$ cat src/rtl/req_encoder8.sv
// Registered 8-to-3 request encoder with valid/ready offer, round-robin or
// fixed-priority arbitration, and a wrapping accepted-grant counter.
module req_encoder8 #(
  parameter int RR_EN = 1,
  parameter int CNT_W = 8
) (
  input  logic             clk,
  input  logic             rst,
  input  logic [7:0]       req,
  input  logic             enc_ready,
  output logic             enc_valid,
  output logic [2:0]       enc_idx,
  output logic [7:0]       enc_onehot,
  output logic             enc_multi,
  output logic [CNT_W-1:0] gnt_cnt
);

  typedef enum logic {IDLE = 1'b0, OFFER = 1'b1} state_t;

  localparam bit RR_ON = (RR_EN != 0);

  state_t     state;
  state_t     state_nxt;
  logic [2:0] ptr;
  logic [2:0] start;
  logic [2:0] pick;
  logic       multi_nxt;
  logic       load;
  logic       accept;

  // First set bit of r at or after index s, searching upward with wrap 7->0.
  function automatic logic [2:0] sel_first(input logic [7:0] r, input logic [2:0] s);
    logic [15:0] dbl;
    logic [7:0]  rot;
    logic [2:0]  off;
    dbl = {r, r} >> s;
    rot = dbl[7:0];
    off = 3'd0;
    for (int i = 7; i >= 0; i--) begin
      if (rot[i]) begin
        off = 3'(i);
      end else begin
        off = off;
      end
    end
    return s + off;
  endfunction

  function automatic logic many(input logic [7:0] r);
    return (r & (r - 8'd1)) != 8'd0;
  endfunction

  assign enc_valid = (state == OFFER);

  // Next-state, accept and selection-start decode.
  always_comb begin
    state_nxt = state;
    load      = 1'b0;
    accept    = 1'b0;
    start     = 3'd0;
    case (state)
      IDLE: begin
        start = RR_ON ? ptr : 3'd0;
        if (req != 8'd0) begin
          state_nxt = OFFER;
          load      = 1'b1;
        end else begin
          state_nxt = IDLE;
        end
      end
      OFFER: begin
        accept = enc_ready;
        start  = RR_ON ? (enc_idx + 3'd1) : 3'd0;
        if (enc_ready) begin
          if (req != 8'd0) begin
            state_nxt = OFFER;
            load      = 1'b1;
          end else begin
            state_nxt = IDLE;
          end
        end else begin
          state_nxt = OFFER;
        end
      end
      default: begin
        state_nxt = IDLE;
      end
    endcase
    pick      = sel_first(req, start);
    multi_nxt = many(req);
  end

  // State, pointer, offer and counter registers.
  always_ff @(posedge clk) begin
    if (rst) begin
      state      <= IDLE;
      ptr        <= 3'd0;
      enc_idx    <= 3'd0;
      enc_onehot <= 8'd0;
      enc_multi  <= 1'b0;
      gnt_cnt    <= '0;
    end else begin
      state <= state_nxt;
      if (accept) begin
        gnt_cnt <= gnt_cnt + CNT_W'(1);
        ptr     <= enc_idx + 3'd1;
      end else begin
        gnt_cnt <= gnt_cnt;
        ptr     <= ptr;
      end
      if (load) begin
        enc_idx    <= pick;
        enc_onehot <= 8'd1 << pick;
        enc_multi  <= multi_nxt;
      end else if (state_nxt == IDLE) begin
        // enc_idx keeps its last value while invalid.
        enc_onehot <= 8'd0;
        enc_multi  <= 1'b0;
      end else begin
        enc_onehot <= enc_onehot;
        enc_multi  <= enc_multi;
      end
    end
  end

endmodule

$ cat config.mk
export PLATFORM = sky130hd
export DESIGN_NAME = req_encoder8
export DESIGN_NICKNAME = d
export VERILOG_FILES = /design/src/rtl/req_encoder8.sv
export SDC_FILE = /design/constraint.sdc
export NUM_CORES = 1
export LEC_CHECK = 0
export CAP_MARGIN = 30
export CORE_MARGIN = 2
export CORE_UTILIZATION = 53
export CTS_CLUSTER_DIAMETER = 60
export DETAILED_ROUTE_END_ITERATION = 8
export GPL_ROUTABILITY_DRIVEN = 0
export GPL_TIMING_DRIVEN = 0
export PLACE_DENSITY = 0.82
export SKIP_LAST_GASP = 1
export SYNTH_ARGS = -nofsm -noshare
export SYNTH_HDL_FRONTEND = slang
export SYNTH_SLANG_ARGS = --single-unit
$ cat constraint.sdc
create_clock -name clk -period 4.6 [get_ports clk]
set_input_delay 0.92 -clock clk [delete_from_list [all_inputs] [get_ports clk]]
set_output_delay 0.92 -clock clk [all_outputs]
set_load 0.02 [all_outputs]
==> flow_summary.yaml, run 1 <==
route:
  wl_um: 4190
  antenna_left: 0
  wl_met2_um: 1890
  vias: 1751
  top_layer_used: "met4"
  met1_length_um: 2040
  drc: 0
  firstDrtPassIters: 4
  route.met3.wl_um: 211
  drt_iter0_markers: 168
  post_drt_wl_per_cell_um: 14.1
  vias_per_cell: 5.90
timing:
  tns_ns: 0
  max_freq_mhz: 229
  worstMarginPinSlew_ns: 0.715
  hold_slack_ns: 0.472
  period_needed_ns: 4.36
  rsz0062_at_grt: "false"
  relSlewSlack_pct: 52.0
  hold_viol: 0
  slew_violations: 0
  fin_worst_skew_ns: 0.00636
  setup_viol: 0
  fin_crit_sh_pct: 94.8
critical_path:
  cp.arrival_ns: 4.59
  end_kind: "register"
  crit_cells: 14
  cp_top_family: "compound AO/OA/AOI/OAI gates"
  r2r_slack_ns: 0.39
  cpPeakStageDelay_ns: 0.62
  crit_end: "enc_onehot[3]$_SDFFE_PP0P_"
  cp_max_fo: 9
  crit_path_cell_trace: "clkdlybuf4s50_1 > o21ai_0 > and2_1 > a211o_1 > a211oi_1 > o211ai_1 > a31oi_1 > ha_1 > inv_1 > fa_1 > xnor2_1 > nor2_1 > o2111a_1 > a211o_1"
  reg2reg_from: "enc_idx[0]$_SDFFE_PP0P_"
  rr_worst_depth: 13
  crit_buf_inv: 2
  path_class: "input pin to register"
  cp_data_required_time_ns: 4.83
  start_kind: "input pin"
  slowest_stage: "xnor2_1"
  crit_top_cell: "a211o_1"
  r2r_end: "enc_onehot[3]$_SDFFE_PP0P_"
  startpoint: "req[4]"
place:
  portBuffers: 30
  dp_hpwl_um: 3120
  dpl.cell_count: 293
synth:
  synth_top_area_cell: "dfxtp_1"
  ys_seq_area_share_pct: 26.9
  synthTopCellsByArea: "dfxtp_1 (27%), nor2_1 (5.7%), mux4_2 (5.0%)"
  ys_ff_latch: 24
  yosysMostFrequentCell: "nor2_1"
  syn_nets: 232
  synth_top_cell_area_share_pct: 26.9
  synthCells: 217
  ys.warnings.count: 0
  synth_async_sr_flop_share_pct: 0
  yosys-top-cells-count: "nor2_1 (27), dfxtp_1 (24), nand2_1 (18), nand3_1 (14), a21oi_1 (13)"
  avgSynthCellArea_um2: 8.25
  synth-edff-count: 0
  syn-cell-area_mm2: 0.00179
  yosysUniqueCellTypes: 52
  ys.flop_type: "dfxtp_1"
finish:
  multi_input_area_mm2: 0.00125
  final_util_pct: 67.0
  nets: 267
  diodes: 0
  area_growth_syn_to_layout_pct: 22.9
  seq_area_um2: 480
  final_cells: 297
  nFillCells: 278
  drive_gt1_share_pct: 9.96
pwr:
  p_per_area_mw_per_mm2: 562
  intPower_w: 0.000684
  seqPwrFrac_pct: 23.1
  ir_drop_mv: 0.351
  leakage_nw: 0.829
  p_comb_share_pct: 64.2
  sw_frac_of_total_pct: 44.6
  power_switching_w: 0.000552
  pwr-share-clk_pct: 12.7
floorplanning:
  core_mm2: 0.00328
  die_width_um: 62.1
  num_rows: 21
  start_util_pct: 54.5
  die_y_um: 62.1
  die-area_mm2: 0.00386
  io_pins: 32
grt:
  grt_pass1_vias: 1634
  grt_usage_pct: 22.4
  antenna_found_initial: 0
  gr-total-overflow: 0
  grt_max_degree: 15
  grt_pass1_wl_um: 7230
clocking:
  post_cts_resized: 0
  postCtsSetupBuffers: 0
  tritoncts: "yes"
  htree_levels: 1
  cts_sinks: 24
  root_buffer: "clkbuf_4"
  insertion_delay_ns: 0.33
  cts_buffers: 3
  clkTransAtPathRegs_ns: 0.14
  holdBufCountCts: 0
  cts_buffer_depth: 2
worst_hold_path:
  hold_path.class: "register to register"
job:
  maxCapViolations: 0
run_status:
  status: "complete, no violations"
## registers in the layout, summed over array words and instances, names as in the netlist
signal,cells
enc_idx,3
gnt_cnt,8
enc_valid,1
enc_multi,1
enc_onehot,8
ptr,3
## power by group through the flow
stage	sequential, W	combinational [W]	clock [W]
2_1_floorplan	0.000337	0.000524	0
3_3_place_gp	0.000289	0.000765	0
3_5_place_dp	0.000291	0.000777	0
4_1_cts	0.000286	0.000784	0.000156
5_1_grt	0.000293	0.000863	0.000168
6_report	0.000286	0.000794	0.000156
## kinds of logic after synthesis
kind of cell             Yosys count  share of synthesized area, %
multiplexers                       9                          7.97
XOR/XNOR                           8                          3.92
adder cells (fa/ha/maj)            5                          3.78
AND/OR/NAND/NOR                   94                          26.3
AO/OA/AOI/OAI                     64                          27.7
flip-flops                        24                          26.9
buffers and inverters             13                          3.50
## tightest hold or removal path, cell delays in order (launching register included)
cell and delay [ns]:
dfxtp_1 0.34, nand2_1 0.05, a21oi_1 0.05
## per-stage QoR
step	cell area (um^2)	power (W)	worst slack [ns]
2_1_floorplan	1790	0.000861	0.816
3_3_place_gp	2150	0.00105	-0.0372
3_5_place_dp	2150	0.00107	-0.0423
4_1_cts	2200	0.00123	0.262
5_1_grt	2200	0.00132	0.0277
6_report	2200	0.00124	0.239
## layer usage
metal / vias up / track usage [%]
met3: 5 / 3.62
li1: 887 / -
met2: 49 / 35.5
met1: 810 / 31.5
met5: - / 0
met4: 0 / 6.94
## layout by cell type (no fill, tap or decap), types with 4 or more instances in the layout
master,Yosys,layout
xnor2_1,4,4
nor2_1,27,27
and3_1,5,5
nand3_1,14,14
a21oi_1,13,13
dfxtp_1,24,24
a221o_1,4,4
nand2_1,18,18
mux4_2,4,4
and2_1,7,7
o21ai_0,9,9
a211oi_1,4,4
o2111ai_1,4,4
clkbuf_1,6,6
xor2_1,4,4
o2111a_1,6,6
clkdlybuf4s50_1,0,30
nand4_1,4,4
o211ai_1,5,5
## how the worst min path moves through the flow
stage               cells past startpoint                     end                   start
finish                                  2     ptr[1]$_SDFFE_PP0P_     ptr[1]$_SDFFE_PP0P_
global route                            2  enc_multi$_SDFFE_PP0P_  enc_multi$_SDFFE_PP0P_
CTS                                     2     ptr[1]$_SDFFE_PP0P_     ptr[1]$_SDFFE_PP0P_
detailed placement                      2     ptr[1]$_SDFFE_PP0P_     ptr[1]$_SDFFE_PP0P_
global placement                        2     ptr[1]$_SDFFE_PP0P_     ptr[1]$_SDFFE_PP0P_
floorplan                               2     ptr[1]$_SDFFE_PP0P_     ptr[1]$_SDFFE_PP0P_
## layout make-up
type                    instances  share of cell area [%]
plain buffers                  11                    2.50
repair buffers                 30                    13.7
inverters                       2                   0.341
clock buffers                   3                    1.02
multi-input cells             180                    56.7
well taps                      46                    2.62
clock inverters                 1                    1.37
flip-flops and latches         24                    21.8
Power figures use the tool's default switching activity.
==> run 2: changes to the inputs <==
--- a/config.mk
+++ b/config.mk
@@ -13,6 +13,7 @@
 export GPL_ROUTABILITY_DRIVEN = 0
 export GPL_TIMING_DRIVEN = 0
 export PLACE_DENSITY = 0.82
+export RECOVER_POWER = 100
 export SKIP_LAST_GASP = 1
 export SYNTH_ARGS = -nofsm -noshare
 export SYNTH_HDL_FRONTEND = slang
==> run 2 against run 1 <==
Effect of this change:
- sequential share of layout area unchanged
- design area unchanged
- non-clock buffer count unchanged
- hold slack about the same
- critical path depth unchanged
- via count up 0.11%
- routed wire length down 0.29%
- core utilization unchanged
- die area unchanged
- register-to-register slack about the same
- clock skew up 0.0032 ns
- critical endpoint unchanged
- largest power group unchanged
==> flow_summary.yaml, run 2 (synthesis results as in run 1) <==
route:
  drc: 0
  antenna_left: 0
  firstDrtPassIters: 5
  post_drt_wl_per_cell_um: 14.1
  wl_um: 4170
  drt_iter0_markers: 148
  vias_per_cell: 5.90
  vias: 1753
pwr:
  seqPwrFrac_pct: 23.3
  p_per_area_mw_per_mm2: 553
  intPower_w: 0.000669
  power_switching_w: 0.000548
  ir_drop_mv: 0.345
  pwr-share-clk_pct: 12.6
  sw_frac_of_total_pct: 45.0
  p_comb_share_pct: 64.0
  leakage_nw: 0.890
worst_hold_path:
  hold_path.class: "register to register"
clocking:
  post_cts_resized: 0
  cts_buffers: 3
  cts_buffer_depth: 2
  cts_sinks: 24
  insertion_delay_ns: 0.32
  root_buffer: "clkbuf_4"
  holdBufCountCts: 0
  tritoncts: "yes"
  clkTransAtPathRegs_ns: 0.14
  htree_levels: 1
  postCtsSetupBuffers: 0
critical_path:
  cp.arrival_ns: 4.62
  slowest_stage: "xnor2_1"
  cpPeakStageDelay_ns: 0.62
  start_kind: "input pin"
  cp_max_fo: 9
  path_class: "input pin to register"
  crit_path_cell_trace: "clkdlybuf4s50_1 > o21ai_0 > and2_1 > a211o_1 > a211oi_1 > o211ai_1 > a31oi_1 > ha_1 > inv_1 > fa_1 > xnor2_1 > nor2_1 > o2111a_1 > a211o_1"
  cp_data_required_time_ns: 4.82
  end_kind: "register"
  crit_top_cell: "a211o_1"
grt:
  grt_max_degree: 15
  gr-total-overflow: 0
  grt_pass1_vias: 1634
  grt_pass1_wl_um: 7230
  antenna_found_initial: 0
  grt_usage_pct: 22.4
floorplanning:
  num_rows: 21
  io_pins: 32
  die_y_um: 62.1
  core_mm2: 0.00328
  start_util_pct: 54.5
  die-area_mm2: 0.00386
  die_width_um: 62.1
finish:
  diodes: 0
  final_common_cell: "nor2_1"
  nets: 267
  area_growth_syn_to_layout_pct: 22.9
  fin_area_mm2: 0.00220
  final_cell_mix: "nor2_1 (27), dfxtp_1 (24), dlygate4sd3_1 (22)"
  top_regs: "enc_onehot: 8 flops, gnt_cnt: 8 flops"
  drive_gt1_share_pct: 9.96
timing:
  setup_viol: 0
  hold_slack_ns: 0.472
  rsz0062_at_grt: "false"
  relSlewSlack_pct: 51.3
  fin_worst_skew_ns: 0.00952
  hold_viol: 0
  fin_crit_sh_pct: 95.7
  tns_ns: 0
  max_freq_mhz: 227
  worstMarginPinSlew_ns: 0.726
  slew_violations: 0
  period_needed_ns: 4.40
job:
  maxCapViolations: 0
run_status:
  status: "complete, no violations"
place:
  portBuffers: 30
  dp_hpwl_um: 3120
  postPlaceCellArea_mm2: 0.00215
run 2: cell count changes in the layout (fill, tap and decap cells not counted), sizes merged:
cell           before  now
dlygate4sd3         0   22
clkdlybuf4s50      30    8
run 2: path summary, 6_finish.rpt:
| check | slack (ns) | cells after the start | end | from |
|---|---|---|---|---|
| worst max-delay path | 0.20 | 14 | enc_onehot[3]$_SDFFE_PP0P_ | req[4] |
| worst min-delay path | 0.47 | 2 | ptr[1]$_SDFFE_PP0P_ | ptr[1]$_SDFFE_PP0P_ |
| worst max register to register | 0.40 | 13 | enc_onehot[3]$_SDFFE_PP0P_ | enc_idx[0]$_SDFFE_PP0P_ |
| worst min register to register | 0.47 | 2 | ptr[1]$_SDFFE_PP0P_ | ptr[1]$_SDFFE_PP0P_ |
run 2: metal layers:
| metal | global-route usage, % | wire length, um | vias to the layer above |
|---|---|---|---|
| li1 | - | - | 889 |
| met1 | 31.5 | 2020 | 801 |
| met2 | 35.5 | 1880 | 58 |
| met3 | 3.62 | 240 | 5 |
| met4 | 6.94 | 39 | 0 |
| met5 | 0 | 0 | - |
run 2: metrics by stage:
stage,total power [W],std cells,worst slack [ns],utilization [%]
floorplan,0.000861,217,0.816,-
global placement,0.00105,293,-0.0372,65.4
detailed placement,0.00107,293,-0.0423,65.4
CTS,0.00123,297,0.262,67.0
global route,0.00131,297,0.0277,67.0
finish,0.00122,297,0.197,67.0
run 2: worst max-delay path: cells and delay by family:
kind                       cells  cell delay, ns
buffers and inverters          2            0.64
AOI/OAI and AO/OA              7            1.50
and+or+nand+nor                2            0.38
adders and majority gates      2            0.58
xor gates and xnor gates       1            0.62
run 2: layout make-up:
| class | count | area, um^2 |
|---|---|---|
| inverters | 2 | 7.51 |
| fillers | 278 | 1080 |
| flip-flops and latches | 24 | 480 |
| repair buffers | 30 | 300 |
| multi-input cells | 180 | 1250 |
| plain buffers | 11 | 55.1 |
| well taps | 46 | 57.6 |
| clock buffers | 3 | 22.5 |
| clock inverters | 1 | 30.0 |
run 2: power by group through the flow:
stage | registers, W | logic, W | clock network (W)
floorplan | 0.000337 | 0.000524 | 0
global placement | 0.000289 | 0.000765 | 0
detailed placement | 0.000291 | 0.000777 | 0
CTS | 0.000286 | 0.000784 | 0.000156
global route | 0.000291 | 0.000848 | 0.000168
finish | 0.000284 | 0.000779 | 0.000154
